--- src/rtl/prog_patt_det_if.sv ---
// -----------------------------------------------------------------------------
// prog_patt_det_if
// Signal bundle for the programmable serial pattern detector.
//   Config : cfg_load, cfg_pattern[MAX_BITS], cfg_len[LEN_W], cfg_overlap
//   Stream : valid, data (1-bit serial sample, qualified by valid)
//   Counter: cnt_clr
//   Status : detect, match_cnt[CNT_W], cnt_sat, cfg_err, state[2]
// Handshake: a data bit is consumed on every rising clock edge where valid=1
// and cfg_load=0; there is no ready/back-pressure, the detector always
// accepts. cfg_load is a one-cycle strobe that wins over valid.
// Modports: master drives config/stream/cnt_clr, slave is the detector.
// -----------------------------------------------------------------------------
interface prog_patt_det_if #(
  parameter int MAX_BITS = 16,
  parameter int LEN_W    = $clog2(MAX_BITS) + 1,
  parameter int CNT_W    = 8
);
  logic                cfg_load;
  logic [MAX_BITS-1:0] cfg_pattern;
  logic [LEN_W-1:0]    cfg_len;
  logic                cfg_overlap;
  logic                valid;
  logic                data;
  logic                cnt_clr;
  logic                detect;
  logic [CNT_W-1:0]    match_cnt;
  logic                cnt_sat;
  logic                cfg_err;
  logic [1:0]          state;

  modport master (
    output cfg_load, cfg_pattern, cfg_len, cfg_overlap, valid, data, cnt_clr,
    input  detect, match_cnt, cnt_sat, cfg_err, state
  );

  modport slave (
    input  cfg_load, cfg_pattern, cfg_len, cfg_overlap, valid, data, cnt_clr,
    output detect, match_cnt, cnt_sat, cfg_err, state
  );
endinterface

--- src/rtl/prog_patt_det.sv ---
// -----------------------------------------------------------------------------
// prog_patt_det
// Runtime-programmable serial pattern detector with saturating match counter.
//   clk  : clock, rising edge
//   rstn : asynchronous active-low reset
//   bus  : prog_patt_det_if.slave (config, serial stream, counter clear, status)
// The received bits are kept in a sliding history register and compared
// against the latched pattern under a length mask, so any length 2..MAX_BITS
// is handled without per-prefix states. state: 0 IDLE, 1 FILL, 2 RUN.
// -----------------------------------------------------------------------------
module prog_patt_det #(
  parameter int MAX_BITS = 16,
  parameter int LEN_W    = $clog2(MAX_BITS) + 1,
  parameter int CNT_W    = 8
) (
  input  logic            clk,
  input  logic            rstn,
  prog_patt_det_if.slave  bus
);

  typedef enum logic [1:0] {
    ST_IDLE = 2'd0,
    ST_FILL = 2'd1,
    ST_RUN  = 2'd2
  } state_t;

  localparam logic [LEN_W-1:0] LEN_MIN = LEN_W'(2);
  localparam logic [LEN_W-1:0] LEN_MAX = LEN_W'(MAX_BITS);
  localparam logic [CNT_W-1:0] CNT_MAX = {CNT_W{1'b1}};

  state_t              r_state;
  logic [MAX_BITS-1:0] r_pat;
  logic [LEN_W-1:0]    r_len;
  logic                r_ovl;
  // The oldest bit of a full-width window is never needed again once the new
  // bit shifts in, so only MAX_BITS-1 bits of history are stored.
  logic [MAX_BITS-2:0] r_hist;
  logic [LEN_W-1:0]    r_fill;
  logic                r_detect;
  logic                r_cfg_err;
  logic [CNT_W-1:0]    r_cnt;

  logic [MAX_BITS-1:0] w_hist_next;
  logic [MAX_BITS-1:0] w_mask;
  logic [LEN_W-1:0]    w_fill_inc;
  logic                w_len_ok;
  logic                w_shift;
  logic                w_match;

  assign w_hist_next = {r_hist, bus.data};
  assign w_fill_inc  = r_fill + LEN_W'(1);
  assign w_len_ok    = (bus.cfg_len >= LEN_MIN) && (bus.cfg_len <= LEN_MAX);
  // A sample is consumed only when no config load competes for the cycle.
  assign w_shift     = bus.valid && !bus.cfg_load && (r_state != ST_IDLE);

  // Bits at or above the programmed length are excluded from the compare.
  always_comb begin
    w_mask = '0;
    for (int i = 0; i < MAX_BITS; i++) begin
      w_mask[i] = (LEN_W'(i) < r_len);
    end
  end

  assign w_match = w_shift && (w_fill_inc >= r_len) &&
                   (((w_hist_next ^ r_pat) & w_mask) == '0);

  always_ff @(posedge clk or negedge rstn) begin
    if (!rstn) begin
      r_state   <= ST_IDLE;
      r_pat     <= '0;
      r_len     <= '0;
      r_ovl     <= 1'b0;
      r_hist    <= '0;
      r_fill    <= '0;
      r_detect  <= 1'b0;
      r_cfg_err <= 1'b0;
    end else begin
      r_detect  <= 1'b0;
      r_cfg_err <= 1'b0;
      if (bus.cfg_load) begin
        r_pat  <= bus.cfg_pattern;
        r_len  <= bus.cfg_len;
        r_ovl  <= bus.cfg_overlap;
        r_hist <= '0;
        r_fill <= '0;
        if (w_len_ok) begin
          r_state <= ST_FILL;
        end else begin
          r_state   <= ST_IDLE;
          r_cfg_err <= 1'b1;
        end
      end else if (w_shift) begin
        r_hist <= w_hist_next[MAX_BITS-2:0];
        if (w_match) begin
          r_detect <= 1'b1;
          if (r_ovl) begin
            r_fill  <= r_len;
            r_state <= ST_RUN;
          end else begin
            // Non-overlapping: the next match must be built from fresh bits.
            r_fill  <= '0;
            r_state <= ST_FILL;
          end
        end else if (w_fill_inc >= r_len) begin
          r_fill  <= r_len;
          r_state <= ST_RUN;
        end else begin
          r_fill  <= w_fill_inc;
          r_state <= ST_FILL;
        end
      end
    end
  end

  // Counter moves on the same edge that raises detect; a clear that coincides
  // with a match keeps that match as the first count.
  always_ff @(posedge clk or negedge rstn) begin
    if (!rstn) begin
      r_cnt <= '0;
    end else if (bus.cnt_clr) begin
      r_cnt <= w_match ? CNT_W'(1) : '0;
    end else if (w_match && (r_cnt != CNT_MAX)) begin
      r_cnt <= r_cnt + CNT_W'(1);
    end
  end

  assign bus.detect    = r_detect;
  assign bus.match_cnt = r_cnt;
  assign bus.cnt_sat   = (r_cnt == CNT_MAX);
  assign bus.cfg_err   = r_cfg_err;
  assign bus.state     = r_state;

endmodule

--- src/flat_wrapper.sv ---
// flat-port wrapper written by rule: the top's interface ports become plain ports
module prog_patt_det_flat 
#(
  parameter int MAX_BITS = 16,
  parameter int LEN_W    = $clog2(MAX_BITS) + 1,
  parameter int CNT_W    = 8
)
  (clk, rstn, bus_cfg_load, bus_cfg_pattern, bus_cfg_len, bus_cfg_overlap, bus_valid, bus_data, bus_cnt_clr, bus_detect, bus_match_cnt, bus_cnt_sat, bus_cfg_err, bus_state);
  prog_patt_det_if #(.MAX_BITS(MAX_BITS), .LEN_W(LEN_W), .CNT_W(CNT_W)) bus_i ();
  input  logic clk;
  input  logic rstn;
  input wire logic [$bits(bus_i.cfg_load)-1:0] bus_cfg_load;
  input wire logic [$bits(bus_i.cfg_pattern)-1:0] bus_cfg_pattern;
  input wire logic [$bits(bus_i.cfg_len)-1:0] bus_cfg_len;
  input wire logic [$bits(bus_i.cfg_overlap)-1:0] bus_cfg_overlap;
  input wire logic [$bits(bus_i.valid)-1:0] bus_valid;
  input wire logic [$bits(bus_i.data)-1:0] bus_data;
  input wire logic [$bits(bus_i.cnt_clr)-1:0] bus_cnt_clr;
  output wire logic [$bits(bus_i.detect)-1:0] bus_detect;
  output wire logic [$bits(bus_i.match_cnt)-1:0] bus_match_cnt;
  output wire logic [$bits(bus_i.cnt_sat)-1:0] bus_cnt_sat;
  output wire logic [$bits(bus_i.cfg_err)-1:0] bus_cfg_err;
  output wire logic [$bits(bus_i.state)-1:0] bus_state;
  assign bus_i.cfg_load = bus_cfg_load;
  assign bus_i.cfg_pattern = bus_cfg_pattern;
  assign bus_i.cfg_len = bus_cfg_len;
  assign bus_i.cfg_overlap = bus_cfg_overlap;
  assign bus_i.valid = bus_valid;
  assign bus_i.data = bus_data;
  assign bus_i.cnt_clr = bus_cnt_clr;
  assign bus_detect = bus_i.detect;
  assign bus_match_cnt = bus_i.match_cnt;
  assign bus_cnt_sat = bus_i.cnt_sat;
  assign bus_cfg_err = bus_i.cfg_err;
  assign bus_state = bus_i.state;
  prog_patt_det #(.MAX_BITS(MAX_BITS), .LEN_W(LEN_W), .CNT_W(CNT_W)) u_core (.clk(clk), .rstn(rstn), .bus(bus_i));
endmodule
--- config.mk ---
export PLATFORM = sky130hd
export DESIGN_NAME = prog_patt_det_flat
export DESIGN_NICKNAME = d
export VERILOG_FILES = /design/src/rtl/prog_patt_det_if.sv /design/src/rtl/prog_patt_det.sv /design/src/flat_wrapper.sv
export SDC_FILE = /design/constraint.sdc
export NUM_CORES = 1
export LEC_CHECK = 0
export ABC_AREA = 1
export CAP_MARGIN = 20
export CORE_MARGIN = 3
export CORE_UTILIZATION = 30
export CTS_BUF_LIST = sky130_fd_sc_hd__clkbuf_4
export DETAILED_ROUTE_END_ITERATION = 16
export DONT_BUFFER_PORTS = 1
export GPL_ROUTABILITY_DRIVEN = 0
export MAX_ROUTING_LAYER = met4
export PLACE_DENSITY = 0.51
export SLEW_MARGIN = 20
export SYNTH_ARGS = -nofsm -noshare
export SYNTH_HDL_FRONTEND = slang
export SYNTH_SLANG_ARGS = --single-unit
--- constraint.sdc ---
create_clock -name clk -period 2.67 [get_ports clk]
set_clock_uncertainty 0.05 [all_clocks]
set_input_delay 0 -clock clk [delete_from_list [all_inputs] [get_ports clk]]
set_output_delay 0 -clock clk [all_outputs]
set_load 0.02 [all_outputs]
# ---- Yosys cells after proc, flatten, opt, wreduce, memory -nomap -nowiden
# Index checks and enable logic that the tools add are counted.
dict set report totals {
  regBits 54
}
dict set report classes {
  muxes 21
  add_sub_neg 2
  n_reduce_logical 11
  magnitude_cmp 19
  bitwise 2
  n_eq_ne 2
}
# operator n
set op_table {}
lappend op_table {{< comparator 4 x 5 -> 1 bit, first input constant} 8}
lappend op_table {{two-way mux 15 bit} 2}
lappend op_table {{two-way mux 5 bit} 5}
lappend op_table {{< comparator 3 x 5 -> 1 bit, first input constant} 4}
lappend op_table {{AND 16 bit} 1}
lappend op_table {{logical NOT 16 bit} 1}
lappend op_table {{two-way mux 8 bit} 2}
lappend op_table {{bitwise XOR 16 bit} 1}
lappend op_table {{< comparator 1 x 5 -> 1 bit, first input constant} 2}
lappend op_table {{< comparator 2 x 5 -> 1 bit, first input constant} 2}
lappend op_table {{two-way mux 2 bit} 5}
lappend op_table {{adder 8 x 1 -> 8 bit, second input constant} 1}
lappend op_table {{equality test 8 bit, second input constant} 1}
lappend op_table {{!= test 8 bit, second input constant} 1}
lappend op_table {{two-way mux 1 bit} 7}
lappend op_table {{logical AND 1 bit} 6}
lappend op_table {{nonzero test 2 bit} 3}
lappend op_table {{adder 5 x 1 -> 5 bit, second input constant} 1}
lappend op_table {{>= comparator 5 x 2 -> 1 bit, second input constant} 1}
lappend op_table {{>= comparator 5 bit} 1}
lappend op_table {{<= comparator 5 bit, second input constant} 1}
lappend op_table {{logical NOT 1 bit} 1}

# ---- Longest topological paths before layout
dict set report depth {
  depth_word 8
  ltp_mapped 15
  ltp_nobuf 15
}

# ---- Worst setup path before layout
# Ideal clock, no wire load.
dict set report synth_timing {
  path_kind {reg-to-reg}
  startpoint {register u_core.r_fill[0]}
  endpoint {register u_core.r_cnt[6] (netlist: u_core.bus.match_cnt[6])}
  setup_ns 0.065
  arrival_ns 2.114
  path_stages_with_launch 16
  path_buffers 0
  path_slack_ns 0.441
  path_cell_list {dfrtp_1 > ha_1 > nand2_1 > nor2_1 > xnor2_1 > inv_1 > ha_1 > and3_1 > nand2_1 > nand2_1 > nand2_1 > nor2_4 > nand4_4 > nand2_4 > nand2_1 > nand2_1}
}
dict set report synth_between {
  elab_chain_cells 6
}
# element line_no
set synth_lines {}
lappend synth_lines {{start, declared} prog_patt_det.sv:38} ;# logic [LEN_W-1:0] r_fill;
lappend synth_lines {{start signal, assigned} prog_patt_det.sv:97} ;# r_fill <= r_len;
lappend synth_lines {{start signal, assigned} prog_patt_det.sv:105} ;# r_fill <= r_len;
lappend synth_lines {{start signal, assigned} prog_patt_det.sv:108} ;# r_fill <= w_fill_inc;
lappend synth_lines {{adder 5 x 1 -> 5 bit} prog_patt_det.sv:51} ;# assign w_fill_inc = r_fill + LEN_W'(1);
lappend synth_lines {{>= comparator 5 bit} prog_patt_det.sv:64} ;# assign w_match = w_shift && (w_fill_inc >= r_len) &&
lappend synth_lines {{logical AND 1 bit (2 in a row)} prog_patt_det.sv:64}
lappend synth_lines {{logical AND 1 bit} prog_patt_det.sv:122} ;# end else if (w_match && (r_cnt != CNT_MAX)) begin
lappend synth_lines {{nonzero test 2 bit (no source line)} -}
lappend synth_lines {{end signal, assigned} prog_patt_det.sv:121} ;# r_cnt <= w_match ? CNT_W'(1) : '0;
lappend synth_lines {{end signal, assigned} prog_patt_det.sv:123} ;# r_cnt <= r_cnt + CNT_W'(1);
lappend synth_lines {{end, declared} prog_patt_det.sv:41} ;# logic [CNT_W-1:0] r_cnt;
# No other way between the ends.
# A chain may end at the register's enable or synchronous reset.

# ---- Worst setup path in the final report
dict set report layout_timing {
  startpoint {register u_core.r_fill[0]}
  endpoint {register u_core.r_state[0] (netlist: u_core.bus.state[0])}
}
dict set report layout_between {
  elab_chain_cells 7
  elab_cells_between_ends 8
  cone_classes {add/sub: 1; order compare: 1; mux: 4; reduce/logical: 2}
}
# element line_no
set layout_lines {}
lappend layout_lines {{adder 5 x 1 -> 5 bit *} prog_patt_det.sv:51}
lappend layout_lines {{>= comparator 5 bit *} {prog_patt_det.sv:64, prog_patt_det.sv:104}}
lappend layout_lines {{logical AND 1 bit (2 in a row)} prog_patt_det.sv:64}
lappend layout_lines {{two-way mux 2 bit *} prog_patt_det.sv:94} ;# if (w_match) begin
lappend layout_lines {{two-way mux 2 bit *} prog_patt_det.sv:92} ;# end else if (w_shift) begin
lappend layout_lines {{two-way mux 2 bit *} prog_patt_det.sv:80} ;# if (bus.cfg_load) begin
lappend layout_lines {{end signal, assigned} prog_patt_det.sv:69} ;# r_state <= ST_IDLE;
lappend layout_lines {{end signal, assigned} prog_patt_det.sv:87} ;# r_state <= ST_FILL;
lappend layout_lines {{end signal, assigned} prog_patt_det.sv:98} ;# r_state <= ST_RUN;
lappend layout_lines {{end, declared} prog_patt_det.sv:31} ;# state_t r_state;
# Mark *: on every way between the ends. The rest lies on a longest branch, timed or not. The select of a mux whose other input is x is not followed.

==> impl_results.md <==
* Final min period at 2.537 ns
* Layout area overhead at 32.87%
* Die Y at 106.0 um
* Final wirelength at 7.874 mm
* Peak Freq at 0.3941 GHz
* #FFs+latches synth at 54
* Clock tree buffer depth at 2
* # diodes at 0
* CTS Sinks at 54
* Critical Path Fanout Max at 7
* Main synth FF type: dfrtp_1
* Die W at 106.0 um
* R2r setup slk at 0.13 ns
* Via Count at 2742
* CP max stage delay at 0.46 ns
* Post-synth top cells: nand2_1 (143), dfrtp_1 (54), inv_1 (45)
* WP data required at 2.94 ns
* Pleak at between 1.5 and 2 nW
* TritonCTS clock tree: built
* DR iter-0 viols at roughly 100
* Cell Chain, Critical Path: ha_2, nand2_1, nor2_2, xnor2_1, inv_1, ha_4, and3_4, nand2_2, nand2_2, nand2_1, nor2_4, buf_6, nand4_1, nand2_1, nand2_1, nand2_1
* Clock share of power at a little over a fifth
* Post-Synth Adder-Cell Area at 2.920%
* Critical Setup Path Class: reg -> reg
* Skew-Pair Late Insertion Delay at 0.36 ns
* Cell taking the most area after synthesis: dfrtp_1
* Period utilization at 95.03%
* Vias/cell at between 4 and 5
* Initial Util at roughly a third
* Comb pwr share at 33.1%
* Compound-gate portion of the synthesized area at 8.385%
* Vias in the first global route at 2851
* Synth Area in Simple Gates at 32.67%
* M1 GR Usage at 19.50%
* Total die area at 0.01123 mm2
* Yosys warns at 0
* Least-Margin Pin Slew at slightly below 0.5 ns
* Outcome: finished, final reports clean
* Top Ports at 41
* Slew margin rel. at 67.83%
* H-tree Lvls at 2
* Std-Cell Rows at 35
* Share of post-route cells with drive strength above 1 at 8.565%
* DR pass1 iterations at 4
* HPWL Detailed at 5.126 mm
* Synth async-reset ratio at 100.0%
* GRT Residual Overflow at 0
* Placed cell areas at 0.003148 mm2
* Seq/Total Area, Yosys at 45.06%
* Post-synthesis xor/xnor area fraction at 3.796%
* Flop pwr share at 46.0%
* Max Cap Viol at 0
* Netlist cell types at 28
* Critical Path Most Common Cell: nand2_1
* DRC errors left at 0
* Total Power at approximately 2.1 mW
* Root Buffer: clkbuf_4
* VDD IR-drop max at ~0.00024 V
* Slew Limit Fails at 0
* Top-area cell type share of the netlist area at 45.06%
* CP max stage cell: dfrtp_1
* Fill cells at between 1k and 1.5k
* Crit path DAT at 2.81 ns
* Busiest grt layer: met2
* WP buf/inv at 2
* Sw frac at around a third
* GRT met2 Usage at 25.32%
* Pre-CTS setup slack at between 0.15 and 0.2 ns
* Drt wl/cell at 13.21 um
* Port bufs at 0
* Num CTS Buffers at 5
* Largest net degree at the start of global routing at 55
* Multiplexer area fraction after synthesis at 0%
* Nature of the critical path endpoint: register
* Cell with the most instances after synthesis: nand2_1
* Antenna Nets Post-Route at 0
* Sw Pwr at 753.3 uW
* Family with the most delay on the worst path: simple AND/OR/NAND/NOR gates
* Hold Vio Cnt, Final at 0
* Number of flops mapped to enable cells by yosys at 0
* Post-Syn Area at 0.002999 mm2
* Initial antenna violation count at 0
* Syn avg cell area at 7.593 um2
* Internal power at 1.394 mW
* Final setup TNS at 0 ns
* Final Util at 42.13%
* Final WS setup at 0.1326 ns
* Final setup violation count at 0
* Post-synthesis instance total at 395
* Final #Nets at between 500 and 600
* Core ar. at ~0.0095 mm2
* Pwr dens at 538.9 mW/mm2
* Final Instance Area at approximately 0.004 mm2
* Syn nets at 430
* Reg clk slew, reported paths at 0.16 ns
* Largest family of logic cells by synthesized area: simple AND/OR/NAND/NOR gates
* Met3 usage at 2.004%
* First-pass GRT wire length at 13.53 mm
* Gr usage total at 15.10%
* Setup crit start kind: register
* Dominant cells by area after synthesis: dfrtp_1 (45%), nand2_1 (18%), inv_1 (5.6%), nand3_1 (4.3%), o21ai_0 (4.3%)
* Worst Hold Class: in -> reg
metrics by stage:
stage | hold slack, ns | instances
final | 0.01570 | 596
after global routing | 0.02634 | 596
after CTS | 0.01377 | 591
after detailed placement | -0.3435 | 518
after global placement | -0.3431 | 518
after floorplan | -0.3456 | 395
cells in the final DEF (no fill, tap or decap), types with 3 or more instances in the layout:
| master | netlist | final |
|---|---|---|
| o21ai_0 | 26 | 26 |
| o22ai_1 | 13 | 13 |
| nor2_1 | 19 | 18 |
| dfrtp_1 | 54 | 54 |
| nand3_1 | 26 | 26 |
| nand4_1 | 8 | 8 |
| nand2_1 | 143 | 141 |
| nand3_2 | 3 | 3 |
| nand2_2 | 2 | 4 |
| a21oi_1 | 5 | 5 |
| buf_4 | 0 | 5 |
| ha_1 | 7 | 5 |
| nor2_2 | 2 | 3 |
| o21ai_1 | 3 | 3 |
| clkbuf_4 | 0 | 5 |
| inv_1 | 45 | 45 |
| dlygate4sd3_1 | 0 | 64 |
| nor2_4 | 6 | 6 |
| xor2_1 | 11 | 11 |
what timing repair did:
action / CTS / global route
hold buffers: 66 / 0
hold endpoints to repair: 98 / 0
gates resized for setup: 0 / 8
endpoints found under the setup margin: 0 / 12
setup buffers: 0 / 4
per-layer routing:
metal / routed length (um) / share of wire (%)
met3: 191 / 2.4
met5: 0 / 0
met4: 40 / 0.51
met1: 3703 / 47
met2: 3939 / 50
final timing paths:
kind	start	endpoint	depth (start not counted)
min reg2reg	u_core.r_fill[3]	u_core.r_fill[3]	2
min in group asynchronous	rstn	u_core.r_fill[2]	2
max	u_core.r_fill[0]	u_core.bus.state[0]	16
max in group asynchronous	rstn	u_core.r_hist[8]	2
min	bus_cfg_load	u_core.r_fill[4]	4
max reg2reg	u_core.r_fill[0]	u_core.bus.state[0]	16
final cells by class:
type	count	area (um2)	share of cell area [%]
inverters	48	180.2	4.521
clock buffers	5	37.54	0.9419
flip-flops and latches	54	1351	33.91
well taps	129	161.4	4.050
repair buffers	73	748.2	18.78
multi-input cells	285	1473	36.95
clock inverters	2	33.78	0.8477
cells by family (layout without fill, tap and decap cells):
group,after synthesis,in the layout
flops,54,54
buf+inv,57,128
simple gates,217,218
fa+ha+maj,7,7
xor+xnor,13,13
compound gates,47,47
registers in the layout, summed over array words and instances, names as in the netlist:
signal                cells
u_core.bus.detect         1
u_core.bus.cfg_err        1
u_core.r_len              5
u_core.r_fill             5
u_core.r_hist            15
u_core.r_pat             16
u_core.r_ovl              1
u_core.bus.state          2
u_core.bus.match_cnt      8
worst min-delay path, cell delays in order:
cell and delay [ns]:
buf_12 0.18, nor2_4 0.10, nand3_1 0.09, nand2_1 0.04
power by group through the flow:
stage | Sequential (mW) | Combinational (mW) | Clock, mW
floorplan | 0.979 | 0.409 | 0
global placement | 1.00 | 0.507 | 0
detailed placement | 1.00 | 0.511 | 0
CTS | 0.987 | 0.638 | 0.469
global route | 1.00 | 0.804 | 0.500
finish | 0.988 | 0.711 | 0.448
Power figures use the tool's default switching activity.
